File: config.mk
export PLATFORM = sky130hd
export DESIGN_NAME = controle_escrita_pc
export DESIGN_NICKNAME = d
export VERILOG_FILES = /design/src/rtl/controle_pc_pkg.sv /design/src/rtl/contador_saturado.sv /design/src/rtl/controle_escrita_pc.sv
export SDC_FILE = /design/constraint.sdc
export NUM_CORES = 1
export LEC_CHECK = 0
export ABC_AREA = 0
export CELL_PAD_IN_SITES_DETAIL_PLACEMENT = 0
export CELL_PAD_IN_SITES_GLOBAL_PLACEMENT = 1
export CORE_ASPECT_RATIO = 2
export CORE_MARGIN = 2
export CORE_UTILIZATION = 38
export CTS_CLUSTER_SIZE = 16
export DETAILED_ROUTE_END_ITERATION = 7
export PLACE_DENSITY_LB_ADDON = 0.1
export SETUP_SLACK_MARGIN = 0.05
export SLEW_MARGIN = 20
export SYNTH_ARGS = -nofsm -noshare
export SYNTH_HDL_FRONTEND = slang
export SYNTH_SLANG_ARGS = --single-unit
File: constraint.sdc
create_clock -name clk -period 2.3 [get_ports clk]
set_clock_uncertainty 0.2 [all_clocks]
set_input_delay 0.46 -clock clk [delete_from_list [all_inputs] [get_ports clk]]
set_output_delay 0.46 -clock clk [all_outputs]
set_load 0.01 [all_outputs]
File: src/rtl/controle_pc_pkg.sv
// Shared types for the PC write controller: FSM states, request types,
// pc_src encodings and the branch condition evaluation.
package controle_pc_pkg;

  typedef enum logic [1:0] {
    OCIOSO     = 2'b00,
    ESPERA_ULA = 2'b01,
    ESCREVE    = 2'b10,
    EXCECAO    = 2'b11
  } estado_t;

  typedef enum logic [1:0] {
    TIPO_JUMP = 2'b00,
    TIPO_BEQ  = 2'b01,
    TIPO_BNE  = 2'b10,
    TIPO_BLEZ = 2'b11
  } tipo_t;

  localparam logic [1:0] PC_SRC_MAIS4   = 2'b00;
  localparam logic [1:0] PC_SRC_DESVIO  = 2'b01;
  localparam logic [1:0] PC_SRC_SALTO   = 2'b10;
  localparam logic [1:0] PC_SRC_EXCECAO = 2'b11;

  // A JUMP never reaches the ALU wait, so it evaluates as not taken here.
  function automatic logic condicao_tomada(input tipo_t tipo, input logic zero, input logic neg);
    logic tomada;
    case (tipo)
      TIPO_BEQ:  tomada = zero;
      TIPO_BNE:  tomada = ~zero;
      TIPO_BLEZ: tomada = zero | neg;
      default:   tomada = 1'b0;
    endcase
    return tomada;
  endfunction

endpackage

File: src/rtl/contador_saturado.sv
// Saturating up-counter with synchronous active-low clear; holds at all-ones.
module contador_saturado #(
  parameter int WIDTH = 16
) (
  input  logic             clk,
  input  logic             clr_n,
  input  logic             inc,
  output logic [WIDTH-1:0] count
);

  logic [WIDTH-1:0] count_q;
  logic [WIDTH-1:0] count_d;

  always_comb begin
    count_d = count_q;
    if (inc && (count_q != {WIDTH{1'b1}})) begin
      count_d = count_q + {{(WIDTH-1){1'b0}}, 1'b1};
    end else begin
      count_d = count_q;
    end
  end

  always_ff @(posedge clk) begin
    if (!clr_n) begin
      count_q <= {WIDTH{1'b0}};
    end else begin
      count_q <= count_d;
    end
  end

  assign count = count_q;

endmodule

File: src/rtl/controle_escrita_pc.sv
// PC write controller: accepts jump/branch requests, waits for ALU flags,
// and issues registered PC write pulses, exception redirects and timeouts.
module controle_escrita_pc
  import controle_pc_pkg::*;
#(
  parameter int TIMEOUT = 8,
  parameter int CONT_W  = 16
) (
  input  logic              clk,
  input  logic              reset_n,
  input  logic              req_valid,
  input  logic [1:0]        req_tipo,
  output logic              req_ready,
  input  logic              alu_valid,
  input  logic              alu_zero,
  input  logic              alu_neg,
  input  logic              excecao,
  output logic              pc_write,
  output logic [1:0]        pc_src,
  output logic              erro_timeout,
  output logic [CONT_W-1:0] cont_tomados
);

  localparam int TW = (TIMEOUT > 1) ? $clog2(TIMEOUT) : 1;
  localparam logic [TW-1:0] TIMER_MAX = TW'(TIMEOUT - 1);

  estado_t       estado_q, estado_d;
  tipo_t         tipo_q, tipo_d;
  logic [TW-1:0] timer_q, timer_d;
  logic          req_ready_q, req_ready_d;
  logic          pc_write_q, pc_write_d;
  logic [1:0]    pc_src_q, pc_src_d;
  logic          erro_q, erro_d;
  logic          handshake_s;
  logic          timeout_s;
  logic          inc_s;

  // State, latched request, wait timer and registered outputs.
  always_ff @(posedge clk) begin
    if (!reset_n) begin
      estado_q    <= OCIOSO;
      tipo_q      <= TIPO_JUMP;
      timer_q     <= {TW{1'b0}};
      req_ready_q <= 1'b0;
      pc_write_q  <= 1'b0;
      pc_src_q    <= PC_SRC_MAIS4;
      erro_q      <= 1'b0;
    end else begin
      estado_q    <= estado_d;
      tipo_q      <= tipo_d;
      timer_q     <= timer_d;
      req_ready_q <= req_ready_d;
      pc_write_q  <= pc_write_d;
      pc_src_q    <= pc_src_d;
      erro_q      <= erro_d;
    end
  end

  // Next-state logic; an exception preempts everything, including a handshake.
  always_comb begin
    estado_d    = estado_q;
    tipo_d      = tipo_q;
    timer_d     = timer_q;
    timeout_s   = 1'b0;
    handshake_s = req_valid && req_ready_q && (estado_q == OCIOSO) && !excecao;
    if (excecao) begin
      estado_d = EXCECAO;
    end else begin
      case (estado_q)
        OCIOSO: begin
          if (handshake_s) begin
            tipo_d   = tipo_t'(req_tipo);
            timer_d  = {TW{1'b0}};
            estado_d = (tipo_t'(req_tipo) == TIPO_JUMP) ? ESCREVE : ESPERA_ULA;
          end else begin
            estado_d = OCIOSO;
          end
        end
        ESPERA_ULA: begin
          // Flags arriving in the timeout cycle still win over the error.
          if (alu_valid) begin
            estado_d = condicao_tomada(tipo_q, alu_zero, alu_neg) ? ESCREVE : OCIOSO;
          end else if (timer_q == TIMER_MAX) begin
            timeout_s = 1'b1;
            estado_d  = OCIOSO;
          end else begin
            timer_d = timer_q + TW'(1);
          end
        end
        ESCREVE: estado_d = OCIOSO;
        EXCECAO: estado_d = OCIOSO;
        default: estado_d = OCIOSO;
      endcase
    end
  end

  // Output decode from the next state so outputs line up with the state they describe.
  always_comb begin
    req_ready_d = (estado_d == OCIOSO);
    erro_d      = timeout_s;
    inc_s       = (estado_d == ESCREVE);
    case (estado_d)
      ESCREVE: begin
        pc_write_d = 1'b1;
        pc_src_d   = (tipo_d == TIPO_JUMP) ? PC_SRC_SALTO : PC_SRC_DESVIO;
      end
      EXCECAO: begin
        pc_write_d = 1'b1;
        pc_src_d   = PC_SRC_EXCECAO;
      end
      default: begin
        pc_write_d = 1'b0;
        pc_src_d   = PC_SRC_MAIS4;
      end
    endcase
  end

  contador_saturado #(
    .WIDTH(CONT_W)
  ) u_contador (
    .clk   (clk),
    .clr_n (reset_n),
    .inc   (inc_s),
    .count (cont_tomados)
  );

  assign req_ready    = req_ready_q;
  assign pc_write     = pc_write_q;
  assign pc_src       = pc_src_q;
  assign erro_timeout = erro_q;

endmodule
==> flow_metrics.tcl <==
set metrics [dict create \
    status "completed" \
    vias 1442 \
    drt-vias-per-instance 5.421 \
    synth_edf_count 0 \
    diodes 0 \
    synthFlopType "dfxtp_1" \
    yosysTopAreaCell "dfxtp_1" \
    pwr-share-clk_pct 31.2 \
    rows 31 \
    p_int_w 0.0006663 \
    crit_arrival_ps 2180 \
    fmax_ghz 0.4624 \
    h-tree-depth 1 \
    critical_path_class "register to register" \
    ys_types 45 \
    rsz0062_at_grt "true" \
    grt_max_degree 19 \
    start_kind "register" \
    fp.coreArea_um2 3646 \
    finalWeightedCongestion 0.8135 \
    port_buffers 29 \
    register_area_um2 561.8 \
    die-area_um2 4378 \
    required_ps 2320 \
    ys_seq_area_share_pct 38.45 \
    drt_iter0_drc 46 \
    slew_headroom_pct 70.65 \
    antenna_found_initial 0 \
    final_common_cell "buf_4" \
    post-route-period-util_pct 94.04 \
    layout.nets 231 \
    synth_area_um2 1458 \
    ant_nets 0 \
    track_usage_pct 20.11 \
    maxCapViolCount 0 \
    ys_ff_latch 28 \
    cts-hold-fix-buffers 0 \
    fin_area_um2 2061 \
    p_seq_share_pct 56.7 \
    die_x_um 47.80 \
    dp_hpwl_mm 2.993 \
    syn_area_per_cell_um2 8.998 \
    first_pass_iters 4 \
    hold_viol 0 \
    synth_nets 174 \
    p_per_area_nw_per_um2 425.6 \
    path_clk_slew_ps 100 \
    wire_per_inst_um 15.24 \
    yosys_warnings 0 \
    final_cell_mix "30 x buf_4, 29 x clkdlybuf4s50_1, 27 x dfxtp_1, 12 x nand2_1, 12 x a21oi_1" \
    cts_tree "done" \
    areaGrowthSynthToFinish_pct 41.37 \
    clk_latency_ps 280 \
    yosysTopAreaCellShare_pct 38.45 \
    drive_gt1_share_pct 20.28 \
    routed_wl_mm 4.053 \
    placed_area_um2 1963 \
    yosys-top-cells-area "dfxtp_1 38%, mux2i_1 5.5%, a21oi_1 4.1%, or4_1 4.1%, nand2_1 3.1%" \
    vdd_ir_drop_max_v 0.0002898 \
    cts_sinks 28 \
    fill_cells 360 \
    power.leakage_nw 0.7628 \
    p_switching_w 0.0002108 \
    root_buffer "clkbuf_8" \
    grt_overflow_total 0 \
    numCtsBuffers 3 \
    drc 0 \
    start_util_pct 39.98 \
    grt_pass1_wl_mm 6.451 \
    ios 30 \
    fin_crit_ps 2163 \
    combinationalPowerShare_pct 12.1 \
    tns_ps 0 \
    grt_pass1_vias 1422 \
    chipHeight_um 91.59 \
    maxSlewViolCount 0 \
    cts.path.max_buffers 2 \
    worstSetupEndpointType "register" \
    multi_input_area_um2 838.3 \
    hold_class "register to register" \
    worstMarginPinSlew_ps 436.2 \
    synthCells 162 \
    async_flop_share_pct 0 \
    setup_viol 0 \
    p_sw_share_pct 24.03 \
    path_max_fanout 7 \
]
-- cell type report --
class                   instances  share of cell area (%)
flip-flops and latches         28                   27.26
inverters                       6                   1.093
clock buffers                   3                   2.004
well taps                      49                   2.975
multi-input cells             120                   40.68
repair buffers                 60                   25.99
-- stage by stage --
| stage | util [%] | hold slack, ps | setup WS [ps] | total power (W) | instances |
|---|---|---|---|---|---|
| 3_3_place_gp | 53.84 | 271.6 | -140.0 | 0.0006016 | 259 |
| 2_1_floorplan | - | 267.6 | 244.9 | 0.0005515 | 162 |
| 3_5_place_dp | 53.84 | 290.6 | -201.9 | 0.0006030 | 259 |
| 4_1_cts | 54.98 | 304.2 | 59.40 | 0.0008682 | 262 |
| 6_report | 56.52 | 295.2 | 137.2 | 0.0008771 | 266 |
| 5_1_grt | 56.52 | 341.8 | 44.31 | 0.0009043 | 266 |
-- critical path: stages, from the launching register on --
cell     delay, ps
dfxtp_1        350
ha_1           160
ha_2           190
nor2_1          80
a21oi_4        180
o31ai_4        100
buf_4          170
or4_1          500
a21oi_1        160
-- worst paths after layout --
kind | start | to | slack [ps] | cells after the start
worst max register to register | timer_q[1]$_SDFFE_PN0P_ | u_contador.count[12]$_SDFFE_PN0P_ | 140 | 8
worst min-delay path | u_contador.count[14]$_SDFFE_PN0P_ | u_contador.count[14]$_SDFFE_PN0P_ | 300 | 2
worst max-delay path | timer_q[1]$_SDFFE_PN0P_ | u_contador.count[12]$_SDFFE_PN0P_ | 140 | 8
worst min register to register | u_contador.count[14]$_SDFFE_PN0P_ | u_contador.count[14]$_SDFFE_PN0P_ | 300 | 2
-- power groups by stage --
stage                     logic (W)  clock network (W)  registers [W]
after global placement    0.0000933                  0       0.000508
after CTS                 0.0000951           0.000276       0.000497
after detailed placement  0.0000946                  0       0.000508
after global routing       0.000114           0.000292       0.000498
after floorplan           0.0000420                  0       0.000510
final                      0.000106           0.000274       0.000497
-- logic make-up (layout without fill, tap and decap cells) --
| logic type | after synthesis | after routing | share of synthesized area (%) |
|---|---|---|---|
| multiplexers | 8 | 8 | 5.494 |
| flip-flops | 28 | 28 | 38.46 |
| AND/OR/NAND/NOR | 69 | 69 | 28.24 |
| adder cells (fa/ha/maj) | 3 | 3 | 2.575 |
| AO/OA/AOI/OAI | 40 | 40 | 20.34 |
| buffers and inverters | 14 | 69 | 4.892 |
-- repair_timing --
item                                    CTS  global route
gates resized for setup                   0             6
setup buffers                             0             4
endpoints found under the setup margin    0            15
-- state kept, by name (all words and copies together) (netlist names) --
register,count
req_ready,1
tipo_q,2
pc_src,2
pc_write,1
erro_timeout,1
timer_q,3
estado_q,2
u_contador.count,16
-- layer usage --
metal | vias up | track usage [%] | routed length, um
met4 | 0 | 6.982 | 93
met3 | 8 | 2.982 | 142
met2 | 42 | 36.67 | 2288
li1 | 721 | - | -
met1 | 671 | 21.16 | 1527
met5 | - | 0 | 0
-- synthesized netlist by cell type, types with 3 or more instances --
cell      instances
a21oi_1          12
and2_1            3
clkbuf_1          4
dfxtp_1          28
ha_1              3
inv_1             5
mux2i_1           8
nand2_1          12
nand2b_1          5
nand3_1           5
nand4_1           4
nor2_1            9
nor3_1            3
nor4_1            4
o21ai_0           5
o31ai_1           6
o41ai_1           4
or3_1             3
or4_1             8
Power figures use the tool's default switching activity.
